## src/rtl/spi_master_trx_word.sv

```systemverilog
// rtl/spi_master_trx_word.sv - single-character SPI master transceiver, all CPOL/CPHA modes
// SCK edges are strobes generated from S_SYSCLK; config is latched per character on S_CHAR_GO.
module spi_master_trx_word #(
    parameter int CHAR_NBITS = 32,
    parameter int DIV_WIDTH  = 8,
    parameter int NUM_CS     = 4,
    localparam int LEN_W = $clog2(CHAR_NBITS),
    localparam int SEL_W = (NUM_CS > 1) ? $clog2(NUM_CS) : 1
) (
    input  logic                  S_SYSCLK,
    input  logic                  S_RESETN,
    input  logic                  S_ENABLE,
    input  logic                  S_CPOL,
    input  logic                  S_CPHA,
    input  logic                  S_TX_ONLY,
    input  logic                  S_LOOP,
    input  logic                  S_REV,
    input  logic [LEN_W-1:0]      S_CHAR_LEN,
    input  logic [DIV_WIDTH-1:0]  S_NDIVIDER,
    input  logic [SEL_W-1:0]      S_CS_SEL,
    input  logic                  S_CS_HOLD,
    input  logic                  S_CHAR_GO,
    output logic                  S_CHAR_BUSY,
    output logic                  S_CHAR_DONE,
    input  logic [CHAR_NBITS-1:0] S_WCHAR,
    output logic [CHAR_NBITS-1:0] S_RCHAR,
    output logic                  S_SPI_SCK,
    input  logic                  S_SPI_MISO,
    output logic                  S_SPI_MOSI,
    output logic [NUM_CS-1:0]     S_SPI_CS_N
);

    typedef enum logic [2:0] {
        ST_IDLE,
        ST_CS_OFF,
        ST_SETUP,
        ST_SHIFT,
        ST_HOLD
    } state_t;

    state_t state_q, state_d;

    logic                  cpol_q, cpha_q, tx_only_q, loop_q, rev_q, hold_q;
    logic [LEN_W-1:0]      len_q;
    logic [DIV_WIDTH-1:0]  div_q, div_cnt_q;
    logic [SEL_W-1:0]      sel_q;
    logic [LEN_W:0]        half_cnt_q;
    logic [CHAR_NBITS-1:0] tx_sr_q, rx_sr_q, rchar_q;
    logic                  sck_q, mosi_q, done_q, cs_held_q;
    logic [NUM_CS-1:0]     cs_n_q;

    logic                  phase_end, last_half, leading, go_ok, same_cs;
    logic                  cur_bit, next_bit, rx_bit;
    logic [LEN_W:0]        pad_new, pad_q;
    logic [CHAR_NBITS-1:0] tx_load, tx_next, rx_next, rx_just;

    // MSB-first characters are left-aligned in the shift register so the
    // first bit always sits at the top, whatever the character length.
    assign pad_new  = (LEN_W+1)'(CHAR_NBITS-1) - {1'b0, S_CHAR_LEN};
    assign pad_q    = (LEN_W+1)'(CHAR_NBITS-1) - {1'b0, len_q};
    assign tx_load  = S_REV ? (S_WCHAR << pad_new) : S_WCHAR;

    assign cur_bit  = rev_q ? tx_sr_q[CHAR_NBITS-1] : tx_sr_q[0];
    assign tx_next  = rev_q ? (tx_sr_q << 1) : (tx_sr_q >> 1);
    assign next_bit = rev_q ? tx_next[CHAR_NBITS-1] : tx_next[0];

    assign rx_bit   = loop_q ? mosi_q : S_SPI_MISO;
    assign rx_next  = rev_q ? {rx_sr_q[CHAR_NBITS-2:0], rx_bit}
                            : {rx_bit, rx_sr_q[CHAR_NBITS-1:1]};
    assign rx_just  = rev_q ? rx_sr_q : (rx_sr_q >> pad_q);

    assign phase_end = (div_cnt_q == div_q);
    assign last_half = (half_cnt_q == {len_q, 1'b1});
    assign leading   = ~half_cnt_q[0];
    assign go_ok     = S_ENABLE && S_CHAR_GO && !done_q;
    assign same_cs   = cs_held_q && (S_CS_SEL == sel_q);

    always_ff @(posedge S_SYSCLK) begin
        if (!S_RESETN) begin
            state_q <= ST_IDLE;
        end else begin
            state_q <= state_d;
        end
    end

    always_comb begin
        state_d = state_q;
        case (state_q)
            ST_IDLE: begin
                if (go_ok) begin
                    if (same_cs) begin
                        state_d = ST_SHIFT;
                    end else if (cs_held_q) begin
                        state_d = ST_CS_OFF;
                    end else begin
                        state_d = ST_SETUP;
                    end
                end
            end
            ST_CS_OFF: state_d = ST_SETUP;
            ST_SETUP: begin
                if (phase_end) begin
                    state_d = ST_SHIFT;
                end
            end
            ST_SHIFT: begin
                if (phase_end && last_half) begin
                    state_d = ST_HOLD;
                end
            end
            ST_HOLD: begin
                if (phase_end) begin
                    state_d = ST_IDLE;
                end
            end
            default: state_d = ST_IDLE;
        endcase
        if (!S_ENABLE) begin
            state_d = ST_IDLE;
        end
    end

    always_ff @(posedge S_SYSCLK) begin
        if (!S_RESETN) begin
            cpol_q     <= 1'b0;
            cpha_q     <= 1'b0;
            tx_only_q  <= 1'b0;
            loop_q     <= 1'b0;
            rev_q      <= 1'b0;
            hold_q     <= 1'b0;
            len_q      <= '0;
            div_q      <= '0;
            sel_q      <= '0;
            div_cnt_q  <= '0;
            half_cnt_q <= '0;
            tx_sr_q    <= '0;
            rx_sr_q    <= '0;
            rchar_q    <= '0;
            sck_q      <= 1'b0;
            mosi_q     <= 1'b1;
            done_q     <= 1'b0;
            cs_held_q  <= 1'b0;
            cs_n_q     <= '1;
        end else begin
            done_q <= 1'b0;
            if (!S_ENABLE) begin
                cs_n_q    <= '1;
                cs_held_q <= 1'b0;
                mosi_q    <= 1'b1;
                sck_q     <= S_CPOL;
                div_cnt_q <= '0;
            end else begin
                case (state_q)
                    ST_IDLE: begin
                        if (go_ok) begin
                            cpol_q     <= S_CPOL;
                            cpha_q     <= S_CPHA;
                            tx_only_q  <= S_TX_ONLY;
                            loop_q     <= S_LOOP;
                            rev_q      <= S_REV;
                            hold_q     <= S_CS_HOLD;
                            len_q      <= S_CHAR_LEN;
                            div_q      <= S_NDIVIDER;
                            sel_q      <= S_CS_SEL;
                            tx_sr_q    <= tx_load;
                            rx_sr_q    <= '0;
                            div_cnt_q  <= '0;
                            half_cnt_q <= '0;
                            sck_q      <= S_CPOL;
                            if (same_cs) begin
                                // SETUP is skipped, so the first bit must be on MOSI now
                                if (!S_CPHA) begin
                                    mosi_q <= S_REV ? tx_load[CHAR_NBITS-1] : tx_load[0];
                                end
                            end else if (cs_held_q) begin
                                cs_n_q    <= '1;
                                cs_held_q <= 1'b0;
                            end else begin
                                cs_n_q <= ~(NUM_CS'(1) << S_CS_SEL);
                            end
                        end else if (cs_held_q && !S_CS_HOLD) begin
                            cs_n_q    <= '1;
                            cs_held_q <= 1'b0;
                        end
                    end
                    ST_CS_OFF: begin
                        cs_n_q <= ~(NUM_CS'(1) << sel_q);
                    end
                    ST_SETUP: begin
                        if (phase_end) begin
                            div_cnt_q <= '0;
                            if (!cpha_q) begin
                                mosi_q <= cur_bit;
                            end
                        end else begin
                            div_cnt_q <= div_cnt_q + 1'b1;
                        end
                    end
                    ST_SHIFT: begin
                        if (phase_end) begin
                            div_cnt_q  <= '0;
                            sck_q      <= ~sck_q;
                            half_cnt_q <= half_cnt_q + 1'b1;
                            // sample edge is leading for CPHA=0, trailing for CPHA=1
                            if (leading != cpha_q) begin
                                rx_sr_q <= rx_next;
                            end else begin
                                tx_sr_q <= tx_next;
                                mosi_q  <= cpha_q ? cur_bit : next_bit;
                            end
                        end else begin
                            div_cnt_q <= div_cnt_q + 1'b1;
                        end
                    end
                    ST_HOLD: begin
                        if (phase_end) begin
                            div_cnt_q <= '0;
                            done_q    <= 1'b1;
                            mosi_q    <= 1'b1;
                            cs_held_q <= hold_q;
                            if (!tx_only_q) begin
                                rchar_q <= rx_just;
                            end
                            if (!hold_q) begin
                                cs_n_q <= '1;
                            end
                        end else begin
                            div_cnt_q <= div_cnt_q + 1'b1;
                        end
                    end
                    default: ;
                endcase
            end
        end
    end

    assign S_CHAR_BUSY = (state_q != ST_IDLE);
    assign S_CHAR_DONE = done_q;
    assign S_RCHAR     = rchar_q;
    assign S_SPI_MOSI  = mosi_q;
    assign S_SPI_CS_N  = cs_n_q;
    assign S_SPI_SCK   = (state_q == ST_IDLE && !cs_held_q) ? S_CPOL : sck_q;

endmodule
```

## config.mk

```make
export PLATFORM = sky130hd
export DESIGN_NAME = spi_master_trx_word
export DESIGN_NICKNAME = d
export VERILOG_FILES = /design/src/rtl/spi_master_trx_word.sv
export SDC_FILE = /design/constraint.sdc
export NUM_CORES = 1
export LEC_CHECK = 0
export ABC_CLOCK_PERIOD_IN_PS = 2600
export BUFFER_PORTS_ARGS = -buffer_cell sky130_fd_sc_hd__buf_4
export CAP_MARGIN = 20
export CORE_ASPECT_RATIO = 1.1
export CORE_MARGIN = 10
export CORE_UTILIZATION = 50
export DETAILED_ROUTE_END_ITERATION = 10
export PLACE_DENSITY_LB_ADDON = 0.3
export SLEW_MARGIN = 20
export SYNTH_ARGS = -nofsm -noshare
export SYNTH_HDL_FRONTEND = slang
export SYNTH_SLANG_ARGS = --single-unit
```

## constraint.sdc

```tcl
create_clock -name S_SYSCLK -period 2.6 [get_ports S_SYSCLK]
set_input_delay 0.39 -clock S_SYSCLK [delete_from_list [all_inputs] [get_ports S_SYSCLK]]
set_output_delay 0.39 -clock S_SYSCLK [all_outputs]
set_load 0.01 [all_outputs]
```

======== Yosys cells after proc, flatten, opt, wreduce, memory -nomap -nowiden ========
Index checks and enable logic that the tools add are counted.
operators by class
  reductions and logical operators ........ 30
  equality and inequality tests ........... 24
  multiplexer cells ....................... 57
  bitwise gates (word level) .............. 5
  shift operators ......................... 4
  add/subtract/negate cells ............... 4
operators with widths
  cell                 number
  $mux 32              10
  $pmux 32 s2          2
  $shl 32x6->32        1
  $shr 32x6->32        1
  $mux 4               6
  $mux 1               22
  $ne 2x2->1 const B   11
  $mux 8               2
  $pmux 8 s2           1
  $reduce_and 4->1     4
  $pmux 3 s5           1
  $reduce_and 5->1     3
  $mux 3               4
  $mux 6               2
  $ne 3x3->1 const B   4
  $pmux 4 s3           1
  $pmux 6 s2           1
  $sub 5x5->6 const A  2
  $reduce_and 3->1     3
  $reduce_and 9->1     1
  $add 8x1->8 const B  1
  $eq 8x8->1           1
  $not 4->4            2
  $shl 1x2->4 const A  2
  20 further kinds     36
storage, ports and cells
  input port bits ......................... 58
  word-level logic and storage cells ...... 143
  register bits ........................... 141
  output and inout bits ................... 40

======== Logic depth before layout (Yosys ltp) ========
Gate-level depths: netlist of run 1.
  depth after elaboration ................. 8
  mapped depth ............................ 10
  mapped depth without buffers ............ 6

======== Least setup slack after synthesis of run 1 ========
OpenSTA, ideal clock, no wires.
  kind .................................... input-to-reg
  from .................................... input port S_CHAR_LEN[0]
  to ...................................... register tx_sr_q[27]
  required time ........................... 2483 ps
  data arrival time ....................... 2013 ps
  cell stages on the path ................. 7
  buffers on the path ..................... 2
  path slack .............................. 469 ps
  setup time .............................. 117 ps
  path through ............................ buf_4 -> buf_6 -> mux2_2 -> mux4_2 -> a211oi_1 -> a311oi_1 -> a32o_1
between the ends
  cells in the longest elaborated chain, start to end .. 5
ends and longest elaborated chain
  item                  line  source
  from (decl)           18    input logic [LEN_W-1:0] S_CHAR_LEN,
  $sub 5x5->6           59    assign pad_new = (LEN_W+1)'(CHAR_NBITS-1) - {1'b0, S_CHAR_LEN};
  $shl 32x6->32         61    assign tx_load = S_REV ? (S_WCHAR << pad_new) : S_WCHAR;
  $mux 32               61
  $mux 32               155   if (go_ok) begin
  $pmux 32 s2           153   case (state_q)
  to (signal assigned)  165   tx_sr_q <= tx_load;
  to (signal assigned)  208   tx_sr_q <= tx_next;
  to (decl)             48    logic [CHAR_NBITS-1:0] tx_sr_q, rx_sr_q, rchar_q;
Every way passes these cells. The select of a mux whose other input is x is not followed.
A chain may end at the register's enable or synchronous reset.

======== Final worst setup path of run 1 ========
  from .................................... register state_q[0]
  to ...................................... register rchar_q[19], in the netlist S_RCHAR[19]
between the ends
  cells in the longest elaborated chain, start to end .. 2
ends and longest elaborated chain
  item                        line  source
  from (decl)                 41    state_t state_q, state_d;
  from (signal assigned)      82    state_q <= state_d;
  $eq 3x3->1                  153
  $reduce_and 4->1 (no line)  --
  to (signal assigned)        222   rchar_q <= rx_just;
  to (decl)                   48
Every way passes these cells.

==> metrics.md, run 1 <==
| Metric | Value |
|---|---|
| Result of the run | `completed` |
| Diodes inserted | `0` |
| Die span in x | `approximately 160 um` |
| Most frequent cells after synthesis | `sky130_fd_sc_hd__nand2_1, sky130_fd_sc_hd__dfxtp_1, sky130_fd_sc_hd__mux2i_1` |
| Number of cells on the worst reg-to-reg path | `6` |
| DIE AREA | `28300 sq um` |
| Global-route wire length before repair | `between 60000 and 70000 um` |
| Gr ovfl total | `0` |
| Setup repair after global routing missed its margin | `false` |
| Yosys top cell area share | `between 20% and 30%` |
| Dominant cells by area after synthesis | `sky130_fd_sc_hd__dfxtp_1, sky130_fd_sc_hd__mux2i_1, sky130_fd_sc_hd__mux2_2, sky130_fd_sc_hd__nand2_1, sky130_fd_sc_hd__mux4_2` |
| Total placed instance area | `about 12000 sq um` |
| TritonCTS Buffers | `17` |
| Total wirelength of the detailed-routed design | `between 30000 and 40000 um` |
| Antenna violations before repair | `0` |
| Design Area, Final | `between 10000 and 15000 sq um` |
| Post-placement setup slack | `around 0.16 ns` |
| Final period demand of the worst path | `approximately 2.5 ns` |
| Final setup violating endpoints | `0` |
| Boundary pin count | `98` |
| Via count of the first global-routing pass | `between 10000 and 15000` |
| Number of enable flip-flop cells after synthesis | `0` |
| Sinks on the clock net | `approximately 140` |
| Iteration-0 DRC count of the detailed router | `~1300` |
| Share of total power in the clock network | `about two fifths` |
| Routability congestion estimate from global placement | `between 1 and 1.5` |
| WL/cell | `21.8 um` |
| Highest net fanout along the worst path | `13` |
| Area growth, synth to finish | `16.7%` |
| Detail Placement HPWL | `27200 um` |
| First drt pass iteration count | `5` |
| Startpoint-to-endpoint class of the critical path | `reg -> reg` |
| Mean cell area of the mapped netlist | `8.15 sq um` |
| Depth of the CTS H-tree | `4` |
| Final Core Density | `between 50% and 60%` |
| Final setup slack of the worst path | `between 0.09 and 0.1 ns` |
| Count of endpoints failing hold in the final timing report | `0` |
| Fill cells | `about 2000` |
| Post-DR vias/cell | `between 6 and 7` |
| Final ANT Viol Nets | `0` |
| Worst hold path class | `in -> reg` |
| Combinational share of power | `a little under a quarter` |
| Number of instances in the synthesized netlist | `roughly 1300` |
| Global-route usage over all layers | `between 20 and 30%` |
| WP data required | `~2.9 ns` |
| Ratio of cells with drive above 1 in the final layout | `about a quarter` |
| Final net count | `about 1500` |
| Starting utilization of the core area | `51.2%` |
| Most common cell in the netlist | `sky130_fd_sc_hd__nand2_1` |
| Post-route worst hold slack | `around 0.20 ns` |
| Worst slew margin relative to its limit | `between 60% and 70%` |
| Combined area of all synthesized cells | `between 10000 and 15000 sq um` |
| Net Sw Power | `2.04 mW` |
| Fraction of the cycle the final worst path needs | `slightly below 100%` |
| Part of the power in registers | `between 30% and 40%` |
| Register bit count reported by yosys | `141` |
| Final std cells w/o fill | `around 1700` |
| Dpl cells | `between 1500 and 2000` |
| Floorplan row count | `56` |
| Total vias in the final route | `between 10000 and 15000` |
| Sequential-to-total area share from yosys stat | `between 20% and 30%` |
| Number of warnings reported in the yosys synthesis log | `0` |
| Cell depth of the worst hold path | `3` |
| Achievable Freq | `0.400 GHz` |
| TritonCTS clock tree | `yes` |
| Maximum clock insertion buffer count | `2` |
| Static leakage power | `about 4.6 nW` |
| Die height | `around 180 um` |
| Fin Clk Skew | `0.0127 ns` |
| Internal power consumption | `around 4.3 mW` |
| Crit path capture type | `flip-flop` |
| Post-Synthesis Net Count | `between 1000 and 1500` |
| Worst slew pin tran | `0.589 ns` |
| Startpoint Class | `flip-flop` |
| Setup TNS | `0 ns` |
| Most used flip-flop cell after synthesis | `sky130_fd_sc_hd__dfxtp_1` |
| Number of port buffers | `97` |
| Maximum VDD drop | `approximately 570 uV` |
| Final number of max-transition violations | `0` |
| Cell taking the most area after synthesis | `sky130_fd_sc_hd__dfxtp_1` |
| # Max-Cap Violations | `0` |
| Register clock-pin slew on the reported worst setup and hold paths | `~0.07 ns` |
| FFs w/ async S/R, synth | `0%` |
| Maximum number of pins on one net before global-route repair | `between 100 and 150` |
| Final Total Pwr | `6.34 mW` |
| Power density of the placed cells | `495 nW/um^2` |
| Clk Latency, worst-skew pair | `around 0.43 ns` |
| Remaining design rule violation count | `0` |
| Master cell of the clock root buffer | `sky130_fd_sc_hd__clkbuf_16` |
| Critical path data arrival time | `~2.8 ns` |
| Switching portion of total power | `32.2%` |
| Core footprint | `approximately 21000 sq um` |
| Distinct cell type count after synthesis | `80` |
## final timing paths
check	startpoint	to	slack [ns]
setup / recovery	state_q[0]$_SDFFE_PN0P_	S_RCHAR[19]$_SDFFE_PN0P_	0.1
hold / removal	S_NDIVIDER[7]	div_q[7]$_SDFFE_PN0P_	0.20
hold reg to reg	tx_sr_q[13]$_SDFFE_PN0P_	tx_sr_q[13]$_SDFFE_PN0P_	0.47
setup reg to reg	state_q[0]$_SDFFE_PN0P_	S_RCHAR[19]$_SDFFE_PN0P_	0.1
## cells by family after synthesis
family          after synthesis  share of synthesized area [%]
compound gates              385                           24.1
xor+xnor                     23                           1.83
fa+ha+maj                     2                          0.228
buf+inv                     161                           6.94
flops                       141                           25.7
mux                         200                           22.2
simple gates                436                           19.0
## cell usage in the layout (no fill, tap or decap), types with 31 or more instances in the layout
cell,n
sky130_fd_sc_hd__mux2_2,70
sky130_fd_sc_hd__a21oi_1,79
sky130_fd_sc_hd__a211oi_1,31
sky130_fd_sc_hd__nor2_1,70
sky130_fd_sc_hd__nand4_1,36
sky130_fd_sc_hd__nand3_1,43
sky130_fd_sc_hd__nand2_1,185
sky130_fd_sc_hd__dfxtp_1,138
sky130_fd_sc_hd__o21ai_0,88
sky130_fd_sc_hd__mux2i_1,102
sky130_fd_sc_hd__buf_4,169
## state kept, by name, indices dropped and copies added (netlist names), 2 cells and up
name	count
div_cnt_q	8
half_cnt_q	6
rx_sr_q	32
len_q	5
div_q	8
tx_sr_q	32
sel_q	2
S_RCHAR	32
S_SPI_CS_N	4
state_q	3
## critical path, cell delays in order (launching register included)
cell	delay [ns]
sky130_fd_sc_hd__dfxtp_1	0.49
sky130_fd_sc_hd__or3b_1	0.56
sky130_fd_sc_hd__nor3b_1	0.28
sky130_fd_sc_hd__and3_2	0.31
sky130_fd_sc_hd__inv_1	0.23
sky130_fd_sc_hd__a221oi_1	0.42
sky130_fd_sc_hd__nor2_1	0.09
## power by group through the flow
stage	Clock, mW	Combinational [mW]	Sequential, mW
after floorplan	0	0.976	2.32
after global placement	0	1.40	2.36
after detailed placement	0	1.40	2.36
after CTS	2.61	1.42	2.31
after global routing	2.70	1.55	2.32
final	2.58	1.45	2.32
## timing repair
action	4_1_cts	5_1_grt
resized for setup	0	1
hold buffers	0	0
endpoints found under the setup margin	1	1
gates cloned	0	0
pin swaps	1	0
buffers inserted	1	0
## per-layer routing
metal | share of wire (%) | global-route usage, % | wire length [um]
met4 | 3.8 | 10.9 | 1420
met5 | 0 | 0 | 0
met2 | 47 | 41.3 | 17600
met1 | 41 | 32.9 | 15200
met3 | 8.7 | 5.14 | 3240
## layout make-up
class / count / area, sq um / area share [%]
Clock inverter: 14 / 171 / 1.34
Inverter: 32 / 120 / 0.937
Clock buffer: 18 / 439 / 3.43
Timing Repair Buffer: 180 / 1490 / 11.6
Tap cell: 290 / 363 / 2.83
Multi-Input combinational cell: 1046 / 7410 / 57.8
Sequential cell: 141 / 2830 / 22.1
No activity file was read; power rests on OpenSTA's default activity.
==> run 2, diff against run 1 <==
--- a/config.mk
+++ b/config.mk
@@ -5,14 +5,13 @@
 export SDC_FILE = /design/constraint.sdc
 export NUM_CORES = 1
 export LEC_CHECK = 0
-export ABC_CLOCK_PERIOD_IN_PS = 2600
+export ABC_CLOCK_PERIOD_IN_PS = 2500
 export BUFFER_PORTS_ARGS = -buffer_cell sky130_fd_sc_hd__buf_4
 export CAP_MARGIN = 20
 export CORE_ASPECT_RATIO = 1.1
 export CORE_MARGIN = 10
-export CORE_UTILIZATION = 50
+export CORE_UTILIZATION = 40
 export DETAILED_ROUTE_END_ITERATION = 10
-export PLACE_DENSITY_LB_ADDON = 0.3
 export SLEW_MARGIN = 20
 export SYNTH_ARGS = -nofsm -noshare
 export SYNTH_HDL_FRONTEND = slang
==> constraint.sdc (replaced) <==
create_clock -name S_SYSCLK -period 2.5 [get_ports S_SYSCLK]
set_input_delay 0.375 -clock S_SYSCLK [delete_from_list [all_inputs] [get_ports S_SYSCLK]]
set_output_delay 0.375 -clock S_SYSCLK [all_outputs]
set_load 0.01 [all_outputs]
==> run 2 against run 1 <==
  * Final cell count is 4.6% higher
  * Non-clock buffer count rose by 13
  * Routed wire length grew 5.9%
  * Clock-buffer cell count up 1
  * Combinational power increased by 7%
  * Power increased by 2.5%
  * Fmax grew 4.2%
==> metrics.md, run 2 (synthesized netlist as in run 1, its figures left out) <==
| Metric | Value |
|---|---|
| Final std cells w/o fill | `1800 (+4.6%)` |
| Final Core Density | `47.9% (-12 points)` |
| WL/cell | `22.0 um (+1.2%)` |
| Starting utilization of the core area | `40.6% (-11 points)` |
| Maximum clock insertion buffer count | `2 (unchanged)` |
| Maximum number of pins on one net before global-route repair | `83 (-22%)` |
| Startpoint-to-endpoint class of the critical path | `reg -> reg` |
| Global-route wire length before repair | `62000 um (+3.0%)` |
| Master cell of the clock root buffer | `sky130_fd_sc_hd__clkbuf_16` |
| Setup repair after global routing missed its margin | `false` |
| # hold bufs at CTS | `0 (unchanged)` |
| Worst slew pin tran | `1.06 ns (+0.469 ns)` |
| Boundary pin count | `98 (unchanged)` |
| Clk Latency, worst-skew pair | `0.44 ns (about the same)` |
| First drt pass iteration count | `5 (unchanged)` |
| Antenna violations before repair | `0 (unchanged)` |
| Gr ovfl total | `0 (unchanged)` |
| Post-DR vias/cell | `6.17 (-6.3%)` |
| Core footprint | `27000 sq um (+26%)` |
| Result of the run | `completed` |
| Net Sw Power | `2.05 mW (+0.26%)` |
| Final net count | `1491 (+0.88%)` |
| Combinational share of power | `23.9% (+1.1 points)` |
| Switching portion of total power | `31.5% (-0.69 points)` |
| DIE AREA | `34500 sq um (+22%)` |
| Highest-count cells in the layout ignoring fill and taps | `sky130_fd_sc_hd__nand2_1, sky130_fd_sc_hd__buf_4, sky130_fd_sc_hd__dfxtp_1` |
| Maximum VDD drop | `333 uV (-42%)` |
| Count of endpoints failing hold in the final timing report | `0 (unchanged)` |
| Area growth, synth to finish | `18.0%` |
| Static leakage power | `4.64 nW (+0.82%)` |
| Global-route usage over all layers | `22.3% (-3.5 points)` |
| Via count of the first global-routing pass | `10713 (-0.50%)` |
| Crit path capture type | `flip-flop` |
| Critical path data arrival time | `2.73 ns (-0.08 ns)` |
| Worst slew margin relative to its limit | `29.2% (-31 points)` |
| Register clock-pin slew on the reported worst setup and hold paths | `0.06 ns (about the same)` |
| Sinks on the clock net | `141 (unchanged)` |
| Worst hold path class | `in -> reg` |
| # Max-Cap Violations | `0 (unchanged)` |
| TritonCTS Buffers | `17 (unchanged)` |
| Total vias in the final route | `11107 (-2.0%)` |
| Fraction of the cycle the final worst path needs | `96.0% (-0.19 points)` |
| Achievable Freq | `0.416 GHz (+4.2%)` |
| Detail Placement HPWL | `29500 um (+8.5%)` |
| Design Area, Final | `13000 sq um (+1.1%)` |
| Die height | `194 um (+10%)` |
| Number of port buffers | `97 (unchanged)` |
| Routability congestion estimate from global placement | `0.999 (-3.0%)` |
| Fill cells | `2721 (+35%)` |
| WP data required | `2.83 ns (-0.08 ns)` |
| Total wirelength of the detailed-routed design | `39700 um (+5.9%)` |
| Part of the power in registers | `36.9% (+0.4 points)` |
| TritonCTS clock tree | `yes` |
| Final setup violating endpoints | `0 (unchanged)` |
| Final number of max-transition violations | `0 (unchanged)` |
| Share of total power in the clock network | `39.2% (-1.5 points)` |
| Setup slack on the worst flop-to-flop path | `0.1 ns (about the same)` |
| Internal power consumption | `4.45 mW (+3.5%)` |
| Fin Clk Skew | `0.0116 ns (-0.00118 ns)` |
| Diodes inserted | `0 (unchanged)` |
| Floorplan row count | `63 (+13%)` |
| Final Total Pwr | `6.50 mW (+2.5%)` |
| Total placed instance area | `12400 sq um (+1.3%)` |
| Startpoint Class | `flip-flop` |
| Iteration-0 DRC count of the detailed router | `929 (-30%)` |
| Final period demand of the worst path | `2.40 ns (-0.101 ns)` |
| Remaining design rule violation count | `0 (unchanged)` |
| Ratio of cells with drive above 1 in the final layout | `24.0% (+0.71 points)` |
| Leading cell type in the layout, fill and taps excluded | `sky130_fd_sc_hd__nand2_1` |
| Die span in x | `178 um (+10%)` |
| Dpl cells | `1769 (+4.8%)` |
| Setup TNS | `0 ns (unchanged)` |
| Final ANT Viol Nets | `0 (unchanged)` |
| Highest net fanout along the worst path | `22 (+9)` |
| Depth of the CTS H-tree | `4 (unchanged)` |
| Power density of the placed cells | `502 nW/um^2 (+1.4%)` |
[run 2: changes by cell type in the layout (fill, tap and decap cells not counted), moves of 2 or more]
cell                         before  now
sky130_fd_sc_hd__inv_8            4    0
sky130_fd_sc_hd__buf_4          169  183
sky130_fd_sc_hd__buf_12          11    9
sky130_fd_sc_hd__clkinvlp_4       0    2
[run 2: final timing paths]
kind,end,depth (start not counted),start
setup / recovery,S_RCHAR[19]$_SDFFE_PN0P_,8,len_q[0]$_SDFFE_PN0P_
hold / removal,div_q[2]$_SDFFE_PN0P_,3,S_NDIVIDER[2]
hold reg to reg,div_q[3]$_SDFFE_PN0P_,2,div_q[3]$_SDFFE_PN0P_
setup reg to reg,S_RCHAR[19]$_SDFFE_PN0P_,8,len_q[0]$_SDFFE_PN0P_
[run 2: worst max-delay path: stages (launching register included)]
cell,delay [ns]
sky130_fd_sc_hd__dfxtp_2,0.44
sky130_fd_sc_hd__buf_12,0.20
sky130_fd_sc_hd__mux2_2,0.39
sky130_fd_sc_hd__mux4_2,0.46
sky130_fd_sc_hd__nor2_1,0.09
sky130_fd_sc_hd__a31oi_1,0.11
sky130_fd_sc_hd__a221oi_2,0.36
sky130_fd_sc_hd__buf_4,0.18
sky130_fd_sc_hd__nor2_1,0.04
[run 2: through the flow]
step / setup WS (ns) / hold WS [ns]
floorplan: 0.384 / 0.436
global placement: -0.0603 / 0.457
detailed placement: -0.125 / 0.462
CTS: 0.0965 / 0.162
global route: 0.0131 / 0.177
finish: 0.0989 / 0.178
[run 2: power by group through the flow]
stage | combinational, mW | clock [mW] | sequential [mW]
finish | 1.55 | 2.55 | 2.40
global route | 1.67 | 2.68 | 2.41
global placement | 1.53 | 0 | 2.45
detailed placement | 1.53 | 0 | 2.45
CTS | 1.53 | 2.59 | 2.40
floorplan | 1.01 | 0 | 2.41
[run 2: layout make-up]
type / count / area, sq um / area share, %
inverter: 32 / 120 / 0.927
multi-input combinational: 1046 / 7420 / 57.2
clock buffer: 19 / 443 / 3.42
timing repair buffer: 193 / 1570 / 12.1
clock inverter: 12 / 135 / 1.04
sequential: 141 / 2830 / 21.8
tap: 357 / 447 / 3.45
[run 2: per-layer routing]
| layer | up-vias | part of all wire, % | track usage, % |
|---|---|---|---|
| li1 | 5262 | - | - |
| met1 | 5363 | 43 | 28.4 |
| met2 | 401 | 48 | 36.5 |
| met3 | 81 | 5.4 | 3.60 |
| met4 | 0 | 3.2 | 8.68 |
| met5 | - | 0 | 0 |
[run 2: timing repair]
action	4_1_cts	5_1_grt
setup endpoints to repair	0	3
gates resized for setup	0	4
buffers inserted	0	0
==> run 3, diff against run 2 <==
--- a/config.mk
+++ b/config.mk
@@ -5,7 +5,7 @@
 export SDC_FILE = /design/constraint.sdc
 export NUM_CORES = 1
 export LEC_CHECK = 0
-export ABC_CLOCK_PERIOD_IN_PS = 2500
+export ABC_CLOCK_PERIOD_IN_PS = 2000
 export BUFFER_PORTS_ARGS = -buffer_cell sky130_fd_sc_hd__buf_4
 export CAP_MARGIN = 20
 export CORE_ASPECT_RATIO = 1.1
==> constraint.sdc (replaced) <==
create_clock -name S_SYSCLK -period 2 [get_ports S_SYSCLK]
set_input_delay 0.3 -clock S_SYSCLK [delete_from_list [all_inputs] [get_ports S_SYSCLK]]
set_output_delay 0.3 -clock S_SYSCLK [all_outputs]
set_load 0.01 [all_outputs]
==> run 3 against run 2 <==
  * The run now ends with negative setup slack left
  * Register-to-register slack lost 0.20 ns
  * Die area is the same
  * Final cell count grew 11%
  * Clock power grew 29%
  * Critical endpoint is now S_RCHAR[9]$_SDFFE_PN0P_
  * Clock skew shrank 0.0043 ns
  * Combinational power grew 65%
  * Largest cell class unchanged
  * Cell area grew 20%
  * Largest power group unchanged
  * Hold slack lost 0.072 ns
  * Power grew 36%
  * Routed wire length grew 14%
  * Clock-buffer cell count shrank 1
==> metrics.md, run 3 (synthesized netlist as in run 1, its figures left out) <==
| Metric | Value |
|---|---|
| Gr ovfl total | `0 (unchanged)` |
| Fill cells | `2410 (-11%)` |
| # hold bufs at CTS | `0 (unchanged)` |
| Final Core Density | `57.7% (+9.8 points)` |
| Final std cells w/o fill | `1992 (+11%)` |
| Final net count | `1682 (+13%)` |
| Total vias in the final route | `12272 (+10%)` |
| Post-placement setup slack | `-0.370 ns (-0.245 ns)` |
| Crit path capture type | `flip-flop` |
| Iteration-0 DRC count of the detailed router | `1178 (+27%)` |
| Share of total power in the clock network | `37.2% (-2.0 points)` |
| Antenna violations before repair | `0 (unchanged)` |
| Final period demand of the worst path | `2.11 ns (-0.295 ns)` |
| First drt pass iteration count | `8 (+3)` |
| Global-route usage over all layers | `25.3% (+3.0 points)` |
| Final ANT Viol Nets | `0 (unchanged)` |
| Multi-input combinational cell area | `8170 sq um (+10%)` |
| Final setup violating endpoints | `52 (+52)` |
| Register clock-pin slew on the reported worst setup and hold paths | `0.06 ns (about the same)` |
| Setup TNS | `-1.47 ns (-1.47 ns)` |
| Dpl cells | `1924 (+8.8%)` |
| Design Area, Final | `15600 sq um (+20%)` |
| Final setup slack of the worst path | `-0.106 ns (-0.205 ns)` |
| Via count of the first global-routing pass | `12008 (+12%)` |
| Number of port buffers | `97 (unchanged)` |
| Highest-count cells in the layout ignoring fill and taps | `sky130_fd_sc_hd__buf_4, sky130_fd_sc_hd__nand2_1, sky130_fd_sc_hd__dfxtp_1` |
| Maximum VDD drop | `456 uV (+37%)` |
| Highest net fanout along the worst path | `12 (-45%)` |
| Setup repair after global routing missed its margin | `true` |
| Worst hold path class | `in -> reg` |
| Static leakage power | `5.92 nW (+28%)` |
| Die span in x | `178 um (unchanged)` |
| WL/cell | `22.7 um (+2.9%)` |
| Post-DR vias/cell | `6.16 (-0.16%)` |
| Violated checks | `negative setup slack` |
| Global-route wire length before repair | `69700 um (+12%)` |
| Maximum number of pins on one net before global-route repair | `70 (-16%)` |
| WP data required | `2.33 ns (-0.50 ns)` |
| Result of the run | `finished, violations left` |
| Critical path data arrival time | `2.43 ns (-0.30 ns)` |
| # Max-Cap Violations | `0 (unchanged)` |
| Area growth, synth to finish | `42.0%` |
| Boundary pin count | `98 (unchanged)` |
| Die height | `194 um (unchanged)` |
| Part of the power in registers | `33.9% (-3.0 points)` |
| Count of endpoints failing hold in the final timing report | `0 (unchanged)` |
| Ratio of cells with drive above 1 in the final layout | `41.0% (+17 points)` |
| Post-route worst hold slack | `0.105 ns (-0.0723 ns)` |
| Worst slew margin relative to its limit | `55.6% (+26 points)` |
| Detail Placement HPWL | `32900 um (+11%)` |
| Maximum clock insertion buffer count | `2 (unchanged)` |
| Final number of max-transition violations | `0 (unchanged)` |
| Fraction of the cycle the final worst path needs | `105% (+9.3 points)` |
| Leading cell type in the layout, fill and taps excluded | `sky130_fd_sc_hd__buf_4` |
| Routability congestion estimate from global placement | `0.991 (-0.78%)` |
| Final Total Pwr | `8.84 mW (+36%)` |
| Diodes inserted | `0 (unchanged)` |
| Depth of the CTS H-tree | `4 (unchanged)` |
| Remaining design rule violation count | `0 (unchanged)` |
| Switching portion of total power | `31.7% (+0.20 points)` |
| Clk Latency, worst-skew pair | `0.44 ns (about the same)` |
| Power density of the placed cells | `567 nW/um^2 (+13%)` |
| TritonCTS Buffers | `17 (unchanged)` |
| Core footprint | `27000 sq um (unchanged)` |
| Achievable Freq | `0.475 GHz (+14%)` |
| Fin Clk Skew | `0.00724 ns (-0.00432 ns)` |
| Total wirelength of the detailed-routed design | `45200 um (+14%)` |
| Floorplan row count | `63 (unchanged)` |
| Startpoint Class | `flip-flop` |
| Total placed instance area | `13700 sq um (+11%)` |
| Combinational share of power | `28.9% (+5.0 points)` |
| TritonCTS clock tree | `yes` |
| Startpoint-to-endpoint class of the critical path | `reg -> reg` |
| Net Sw Power | `2.80 mW (+37%)` |
| Sinks on the clock net | `141 (unchanged)` |
| Starting utilization of the core area | `40.6% (unchanged)` |
| Storage element area | `2850 sq um (+0.71%)` |
| Worst slew pin tran | `0.658 ns (-0.400 ns)` |
| Internal power consumption | `6.04 mW (+36%)` |
| DIE AREA | `34500 sq um (unchanged)` |
| Master cell of the clock root buffer | `sky130_fd_sc_hd__clkbuf_16` |
==> run 3: cell types whose count changed in the layout (fill, tap and decap cells not counted), moves of 11 or more <==
cell	delta
sky130_fd_sc_hd__a21oi_1	-12
sky130_fd_sc_hd__nand2_2	+15
sky130_fd_sc_hd__buf_4	+141
sky130_fd_sc_hd__o21ai_0	-12
sky130_fd_sc_hd__a21oi_2	+11
sky130_fd_sc_hd__nand2_1	-16
sky130_fd_sc_hd__buf_12	+13
sky130_fd_sc_hd__buf_6	+30
sky130_fd_sc_hd__mux2i_1	-16
==> run 3: worst max-delay path, stage by stage, from the launching register on <==
cell and delay [ns]:
sky130_fd_sc_hd__dfxtp_4 0.40, sky130_fd_sc_hd__buf_6 0.23, sky130_fd_sc_hd__mux2_2 0.39, sky130_fd_sc_hd__mux4_2 0.52, sky130_fd_sc_hd__a32oi_1 0.21, sky130_fd_sc_hd__o211a_1 0.16, sky130_fd_sc_hd__o22ai_1 0.07
==> run 3: final timing paths <==
path                         startpoint                    endpoint  slack [ns]  depth (start not counted)
min                       S_NDIVIDER[2]       div_q[2]$_SDFFE_PN0P_        0.11                          3
max               len_q[0]$_SDFFE_PN0P_     S_RCHAR[9]$_SDFFE_PN0P_       -0.11                          6
min reg2reg  S_SPI_CS_N[1]$_SDFFE_PN1P_  S_SPI_CS_N[1]$_SDFFE_PN1P_        0.47                          2
max reg2reg       len_q[0]$_SDFFE_PN0P_     S_RCHAR[9]$_SDFFE_PN0P_       -0.11                          6
==> run 3: metal layers <==
layer | global-route usage, % | up-vias | routed length, um
li1 | - | 5651 | -
met1 | 31.1 | 5921 | 18200
met2 | 41.8 | 563 | 22000
met3 | 4.29 | 137 | 2910
met4 | 11.7 | 0 | 2180
met5 | 0 | - | 0
==> run 3: power groups by stage <==
stage / combinational (mW) / clock, mW / sequential (mW)
after floorplan: 1.27 / 0 / 3.01
after global placement: 2.22 / 0 / 3.04
after detailed placement: 2.21 / 0 / 3.04
after CTS: 2.42 / 3.34 / 2.99
after global routing: 2.71 / 3.46 / 3.01
final: 2.56 / 3.29 / 3.00
==> run 3: layout make-up <==
type,count,share of cell area (%)
inverter,32,0.818
multi-input combinational,1046,52.4
sequential,141,18.3
clock inverter,14,1.07
clock buffer,18,2.75
timing repair buffer,384,21.9
tap,357,2.86
==> run 3: repair_timing <==
item	4_1_cts	5_1_grt
pin swaps	73	30
resized for setup	134	91
cloned	6	2
setup endpoints to repair	56	116
setup buffers	19	14
